==> src/rtl/spi_flash_emu_pkg.sv <==
// Shared definitions for the SPI flash emulator.
// Holds the recognised command codes, the controller state encoding and
// the default values of the top-level ADDR_OFFSET and JEDEC_ID parameters.
package spi_flash_emu_pkg;

  localparam logic [7:0]  CMD_READ  = 8'h03;
  localparam logic [7:0]  CMD_JEDEC = 8'h9F;

  localparam logic [23:0] DEFAULT_ADDR_OFFSET = 24'h100000;
  localparam logic [23:0] DEFAULT_JEDEC_ID    = 24'hEF4018;

  typedef enum logic [2:0] {
    ST_IDLE   = 3'd0,
    ST_CMD    = 3'd1,
    ST_ADDR   = 3'd2,
    ST_DATA   = 3'd3,
    ST_ID     = 3'd4,
    ST_IGNORE = 3'd5
  } state_t;

endpackage

==> src/rtl/spi_sync_edge.sv <==
// Two-flop synchronizer with rise/fall detection for one asynchronous input.
// Ports:
//   clk, rstn  : clock and synchronous active-low reset
//   din        : asynchronous input
//   sync       : synchronized level
//   rise, fall : single-cycle pulses on synchronized level changes
// Flops reset to RESET_VAL (the idle bus level). Edge pulses stay masked
// until the pipeline holds only post-reset samples, so the step from the
// reset value to the real pin level is never reported as an edge.
module spi_sync_edge #(
  parameter logic RESET_VAL = 1'b0
) (
  input  logic clk,
  input  logic rstn,
  input  logic din,
  output logic sync,
  output logic rise,
  output logic fall
);

  logic       meta_q;
  logic       sync_q;
  logic       prev_q;
  logic [1:0] fill_q;
  logic       primed;

  always_ff @(posedge clk) begin
    if (!rstn) begin
      meta_q <= RESET_VAL;
      sync_q <= RESET_VAL;
      prev_q <= RESET_VAL;
      fill_q <= 2'd0;
    end else begin
      meta_q <= din;
      sync_q <= meta_q;
      prev_q <= sync_q;
      if (fill_q != 2'd3) fill_q <= fill_q + 2'd1;
    end
  end

  assign primed = (fill_q == 2'd3);
  assign sync   = sync_q;
  assign rise   = primed &  sync_q & ~prev_q;
  assign fall   = primed & ~sync_q &  prev_q;

endmodule

==> src/rtl/spi_flash_emu.sv <==
// SPI (mode 0) read-only flash emulator backed by a byte-wide fetch port.
// Ports:
//   clk, rstn            : clock, synchronous active-low reset
//   spi_sclk/csb/d0      : host SPI inputs (asynchronous to clk)
//   spi_d1, spi_d1_oe    : MISO data and its output enable
//   mem_req, mem_addr    : single-cycle fetch request and its address
//   mem_data, mem_valid  : single-cycle fetch response
//   underrun             : sticky, a byte was due before its fetch returned
//   dbg_state            : current controller state (state_t encoding)
// Fetch handshake: mem_req pulses one cycle with mem_addr; the memory answers
// with exactly one mem_valid pulse carrying mem_data. Responses arriving with
// no request outstanding (e.g. after chip select rose) are dropped.
module spi_flash_emu
  import spi_flash_emu_pkg::*;
#(
  parameter logic [23:0] ADDR_OFFSET = DEFAULT_ADDR_OFFSET,
  parameter logic [23:0] JEDEC_ID    = DEFAULT_JEDEC_ID
) (
  input  logic        clk,
  input  logic        rstn,
  input  logic        spi_sclk,
  input  logic        spi_csb,
  input  logic        spi_d0,
  output logic        spi_d1,
  output logic        spi_d1_oe,
  output logic        mem_req,
  output logic [23:0] mem_addr,
  input  logic [7:0]  mem_data,
  input  logic        mem_valid,
  output logic        underrun,
  output logic [2:0]  dbg_state
);

  logic unused_sclk_sync, sclk_rise, sclk_fall;
  logic csb_sync, csb_rise, csb_fall;
  logic d0_sync, unused_d0_rise, unused_d0_fall;

  spi_sync_edge #(.RESET_VAL(1'b0)) u_sync_sclk (
    .clk(clk), .rstn(rstn), .din(spi_sclk),
    .sync(unused_sclk_sync), .rise(sclk_rise), .fall(sclk_fall)
  );
  spi_sync_edge #(.RESET_VAL(1'b1)) u_sync_csb (
    .clk(clk), .rstn(rstn), .din(spi_csb),
    .sync(csb_sync), .rise(csb_rise), .fall(csb_fall)
  );
  spi_sync_edge #(.RESET_VAL(1'b0)) u_sync_d0 (
    .clk(clk), .rstn(rstn), .din(spi_d0),
    .sync(d0_sync), .rise(unused_d0_rise), .fall(unused_d0_fall)
  );

  state_t      state, state_nxt;
  logic [4:0]  bit_cnt;
  logic [23:0] shift_in;
  logic [7:0]  shift_out;
  logic [2:0]  out_cnt;
  logic [1:0]  id_idx;
  logic        d1_q;
  logic        pending;
  logic        have_byte;
  logic [7:0]  fetched;
  logic [23:0] rx_word;
  logic        shifting;
  logic [7:0]  load_byte;
  logic        load_empty;

  // Shift register contents including the bit sampled on this rise.
  assign rx_word   = {shift_in[22:0], d0_sync};
  assign shifting  = (state == ST_DATA) || (state == ST_ID);
  assign spi_d1    = d1_q;
  assign spi_d1_oe = shifting && !csb_sync;
  assign dbg_state = state;

  // Byte to present at the next byte boundary. A response landing in the
  // same cycle as the load is taken directly from mem_data.
  always_comb begin
    load_byte  = 8'hFF;
    load_empty = 1'b0;
    if (state == ST_ID) begin
      case (id_idx)
        2'd0:    load_byte = JEDEC_ID[23:16];
        2'd1:    load_byte = JEDEC_ID[15:8];
        2'd2:    load_byte = JEDEC_ID[7:0];
        default: load_byte = 8'hFF;
      endcase
    end else if (have_byte) begin
      load_byte = fetched;
    end else if (mem_valid && pending) begin
      load_byte = mem_data;
    end else begin
      load_empty = 1'b1;
    end
  end

  always_ff @(posedge clk) begin
    if (!rstn) state <= ST_IDLE;
    else       state <= state_nxt;
  end

  always_comb begin
    state_nxt = state;
    if (csb_rise) begin
      state_nxt = ST_IDLE;
    end else if (csb_fall) begin
      state_nxt = ST_CMD;
    end else begin
      case (state)
        ST_CMD:
          if (sclk_rise && bit_cnt == 5'd7) begin
            case (rx_word[7:0])
              CMD_READ:  state_nxt = ST_ADDR;
              CMD_JEDEC: state_nxt = ST_ID;
              default:   state_nxt = ST_IGNORE;
            endcase
          end
        ST_ADDR:
          if (sclk_rise && bit_cnt == 5'd23) state_nxt = ST_DATA;
        default: state_nxt = state;
      endcase
    end
  end

  always_ff @(posedge clk) begin
    if (!rstn) begin
      bit_cnt   <= 5'd0;
      shift_in  <= 24'd0;
      shift_out <= 8'd0;
      out_cnt   <= 3'd0;
      id_idx    <= 2'd0;
      d1_q      <= 1'b1;
      pending   <= 1'b0;
      have_byte <= 1'b0;
      fetched   <= 8'd0;
      mem_req   <= 1'b0;
      mem_addr  <= 24'd0;
      underrun  <= 1'b0;
    end else begin
      mem_req <= 1'b0;
      if (csb_rise || csb_fall) begin
        // Either edge ends the current transaction; dropping 'pending'
        // discards any fetch still in flight.
        bit_cnt   <= 5'd0;
        shift_in  <= 24'd0;
        shift_out <= 8'd0;
        out_cnt   <= 3'd0;
        id_idx    <= 2'd0;
        d1_q      <= 1'b1;
        pending   <= 1'b0;
        have_byte <= 1'b0;
      end else begin
        if (mem_valid && pending) begin
          fetched   <= mem_data;
          have_byte <= 1'b1;
          pending   <= 1'b0;
        end
        if (sclk_rise && (state == ST_CMD || state == ST_ADDR)) begin
          shift_in <= rx_word;
          if ((state == ST_CMD && bit_cnt == 5'd7) || (state == ST_ADDR && bit_cnt == 5'd23))
            bit_cnt <= 5'd0;
          else
            bit_cnt <= bit_cnt + 5'd1;
          if (state == ST_ADDR && bit_cnt == 5'd23) begin
            mem_req   <= 1'b1;
            mem_addr  <= rx_word + ADDR_OFFSET;
            pending   <= 1'b1;
            have_byte <= 1'b0;
          end
        end
        if (sclk_fall && shifting) begin
          out_cnt <= out_cnt + 3'd1;
          if (out_cnt == 3'd0) begin
            // Byte boundary: the MSB goes straight out, the rest is queued.
            d1_q      <= load_byte[7];
            shift_out <= {load_byte[6:0], 1'b1};
            if (state == ST_ID) begin
              if (id_idx != 2'd3) id_idx <= id_idx + 2'd1;
            end else begin
              mem_req   <= 1'b1;
              mem_addr  <= mem_addr + 24'd1;
              pending   <= 1'b1;
              have_byte <= 1'b0;
              if (load_empty) underrun <= 1'b1;
            end
          end else begin
            d1_q      <= shift_out[7];
            shift_out <= {shift_out[6:0], 1'b1};
          end
        end
      end
    end
  end

endmodule

==> config.mk <==
export PLATFORM = sky130hd
export DESIGN_NAME = spi_flash_emu
export DESIGN_NICKNAME = d
export VERILOG_FILES = /design/src/rtl/spi_flash_emu_pkg.sv /design/src/rtl/spi_sync_edge.sv /design/src/rtl/spi_flash_emu.sv
export SDC_FILE = /design/constraint.sdc
export NUM_CORES = 1
export LEC_CHECK = 0
export CELL_PAD_IN_SITES_DETAIL_PLACEMENT = 2
export CELL_PAD_IN_SITES_GLOBAL_PLACEMENT = 2
export CORE_ASPECT_RATIO = 1.1
export CORE_MARGIN = 2
export CORE_UTILIZATION = 38
export CTS_BUF_LIST = sky130_fd_sc_hd__clkbuf_8
export DETAILED_ROUTE_END_ITERATION = 7
export PLACE_DENSITY_LB_ADDON = 0.08
export SLEW_MARGIN = 40
export SYNTH_ARGS = -nofsm -noshare
export SYNTH_HDL_FRONTEND = slang
export SYNTH_SLANG_ARGS = --single-unit
==> constraint.sdc <==
create_clock -name clk -period 3.1 [get_ports clk]
set_input_delay 0.62 -clock clk [delete_from_list [all_inputs] [get_ports clk]]
set_output_delay 0.62 -clock clk [all_outputs]
set_load 0.01 [all_outputs]
==> results.md <==
* Via count of the first global-routing pass at 4503
* Max IR drop VDD at around 0.18 mV
* Synth top area cells: dfxtp_1 (42%), nand2_1 (7.5%), a21oi_1 (7.1%)
* Root buf cell: clkbuf_8
* Worst Path Class, Setup: register to output pin
* Reg clk slew, reported paths at around 100 ps
* Total CTS buffers at 9
* Ys Warns at 0
* Crit path max fanout at 13
* Max transition margin at 56.1%
* Clock Power Share at about two fifths
* Via count at between 4k and 5k
* Mean Syn Cell Area at between 8 and 9 um2
* CP Cell Sequence: or3b_1 > a21oi_1 > clkdlybuf4s50_1
* Net Switching at between 500 and 600 uW
* First-pass GRT wire length at around 25 mm
* DP HPWL at around 11 mm
* Yosys cell types at 60
* Longest Clk Path Bufs at 2
* Syn nets at ~570
* Largest stage delay, worst path at roughly 620 ps
* Worst-Skew Late Latency at roughly 380 ps
* Post-Synthesis Cells at 540
* Ratio of cells with drive above 1 in the final layout at 6.91%
* Fmax at ~0.35 GHz
* DIE AREA at between 0.01 and 0.015 mm2
* Combinational cell fraction of total power at between 5 and 6%
* Worst reg2reg path depth at 8
* Dominant synthesized flop cell: dfxtp_1
* Die height at about 120 um
* Post-route ant nets at 0
* Gr usage total at between 20 and 30%
* Drt first pass iters at 4
* Number of flops mapped to enable cells by yosys at 0
* Flop-to-flop setup slack at approximately 640 ps
* Fillers at around 1.3k
* Final setup fails at 0
* Die W at about 110 um
* Switching Share at between 20% and 30%
* Post-synth top area cell: dfxtp_1
* Max-cap violations at 0
* Initial Util at about two fifths
* Async set or reset register ratio after synthesis at 0%
* Power per cell area at 414 mW/mm2
* Largest net degree at the start of global routing at 34
* Measured slew at the worst slew-check pin at 654 ps
* Post-placement cell area at between 0.005 and 0.006 mm2
* Synth Register Bits at 93
* Worst Setup SP: dbg_state[0]$_SDFFE_PP0P_
* Hold Buf Count CTS at 0
* Post-layout net count at 600
* Reg2reg end: mem_addr[0]$_SDFFE_PN0N_
* Final TNS setup at 0 ps
* Req. time, crit path at 2480 ps
* Mapped cell area at 0.00444 mm2
* CP Data Arrival Time at 2200 ps
* Via/cell ratio at 5.76
* Worst Hold Class: register to register
* Most frequent cells in the layout: dfxtp_1 (93), nand2_1 (89), a21oi_1 (63)
* Period Utilization, post-route at just over 90%
* Post-synthesis sequential area ratio at around two fifths
* 1st-iter DRT viols at 213
* FP Rows at 41
* H-tree levels at 3
* Reg2reg start: out_cnt[0]$_SDFFE_PP0N_
* Sequential group share of total power at a little under three fifths
* Skew final at 13.6 ps
* Syn-to-layout area delta at 17.9%
* CP max stage cell: or3b_1
* Leakage power total at 0.00177 uW
* Minimum clock period at ~2800 ps
* Resized Gates After CTS at 0
* Top Ports at 45
* Clock sinks at just over 90
* TritonCTS clock tree: yes
* Total detailed-routing wirelength at 15.4 mm
* Core box area at about 0.011 mm2
* Routed WL per cell at about 21 um
* Crit path capture: spi_d1_oe
* RSZ-0062 raised after global routing: no
* Post-Layout Inst Area at 0.00523 mm2
* Int Power at ~1600 uW
* DRC Markers at 0
* IO Port Bufs at 44
* Final count of hold timing violations at 0
* Post-CTS Setup Bufs at 0
* GRT overflow at 0
* RePlAce Congestion at a little over 0.8
* Critical path capture point type: output pin
* Slew Limit Fails at 0
* Crit start category: register
* Diodes inserted at 0
* Synth top area share at between 40% and 50%
* Antenna violations before repair at 0
* Status: completed
* Commonest non-fill, non-tap cell in the layout: dfxtp_1
==> cell usage after synthesis, types with 5 or more instances <==
library cell	n
ha_1	11
nor3_1	5
nand3_1	14
a21oi_1	63
nor4_1	8
o211ai_1	8
nand2b_1	8
and2_1	7
nand2_1	89
mux2i_1	13
a211oi_1	7
buf_1	9
nor2_1	41
o22ai_1	5
a31oi_1	5
and3_1	7
clkbuf_1	19
o221ai_1	11
xor2_1	8
and4_1	7
xnor2_1	5
inv_1	9
o21ai_0	25
dfxtp_1	93
nand4_1	6
==> area by class of cell <==
class | count | area (um2) | area share [%]
sequential | 93 | 1860 | 35.6
clock inverter | 6 | 65.1 | 1.24
tap | 150 | 188 | 3.59
timing repair buffer | 59 | 569 | 10.9
multi-input combinational | 402 | 2390 | 45.6
inverter | 10 | 37.5 | 0.718
clock buffer | 9 | 124 | 2.37
==> power groups by stage <==
stage                     sequential (uW)  combinational [uW]  clock [uW]
after floorplan                      1250                59.2           0
after global placement               1250                 102           0
after detailed placement             1250                 107           0
after CTS                            1230                 111         843
after global routing                 1230                 121         888
final                                1230                 111         825
==> registers in the layout (all words and copies together) (netlist names), 2 cells and up <==
signal	count
u_sync_sclk.fill_q	2
id_idx	2
mem_addr	24
bit_cnt	5
fetched	8
shift_out	8
out_cnt	3
shift_in	23
dbg_state	3
u_sync_csb.fill_q	2
==> cells by family (layout without fill, tap and decap cells) <==
group | count (synthesis) | count (layout) | share of synthesized area, %
simple gates | 216 | 216 | 24.3
compound gates | 148 | 148 | 20.6
flops | 93 | 93 | 42.0
buf+inv | 45 | 84 | 4.26
mux | 14 | 14 | 3.19
xor+xnor | 13 | 13 | 2.57
fa+ha+maj | 11 | 11 | 3.10
==> worst min path at each step <==
stage	from	endpoint	slack, ps	cells after the start
4_1_cts	u_sync_csb.meta_q$_SDFF_PN1_	u_sync_csb.sync$_SDFF_PN1_	420	1
5_1_grt	u_sync_csb.meta_q$_SDFF_PN1_	u_sync_csb.sync$_SDFF_PN1_	450	1
3_5_place_dp	u_sync_csb.meta_q$_SDFF_PN1_	u_sync_csb.sync$_SDFF_PN1_	400	1
3_3_place_gp	u_sync_csb.meta_q$_SDFF_PN1_	u_sync_csb.sync$_SDFF_PN1_	390	1
6_report	u_sync_csb.meta_q$_SDFF_PN1_	u_sync_csb.sync$_SDFF_PN1_	420	1
2_1_floorplan	u_sync_csb.meta_q$_SDFF_PN1_	u_sync_csb.sync$_SDFF_PN1_	390	1
==> through the flow <==
step                      setup slack, ps  power, uW  util [%]  hold slack (ps)  cells
after floorplan                      1130       1310         -              386    540
after global placement                740       1350      44.0              391    713
after detailed placement              689       1360      44.0              397    713
after CTS                             279       2180      45.6              419    728
after global routing                  179       2240      45.7              451    729
final                                 277       2160      45.7              417    729
==> per-layer routing <==
metal	up-vias	track usage, %	share of wire (%)
met5	-	0	0
li1	1999	-	-
met4	0	8.52	1.9
met2	78	44.2	51
met3	23	3.56	3.0
met1	2099	31.4	44
==> worst max-delay path: cells and delay by family, from the launching register on <==
kind	cells	cell delay, ps
buffers and inverters	1	550
AO/OA/AOI/OAI	1	210
AND/OR/NAND/NOR	1	620
flip-flops	1	450
(Power assumes the default switching activity.)
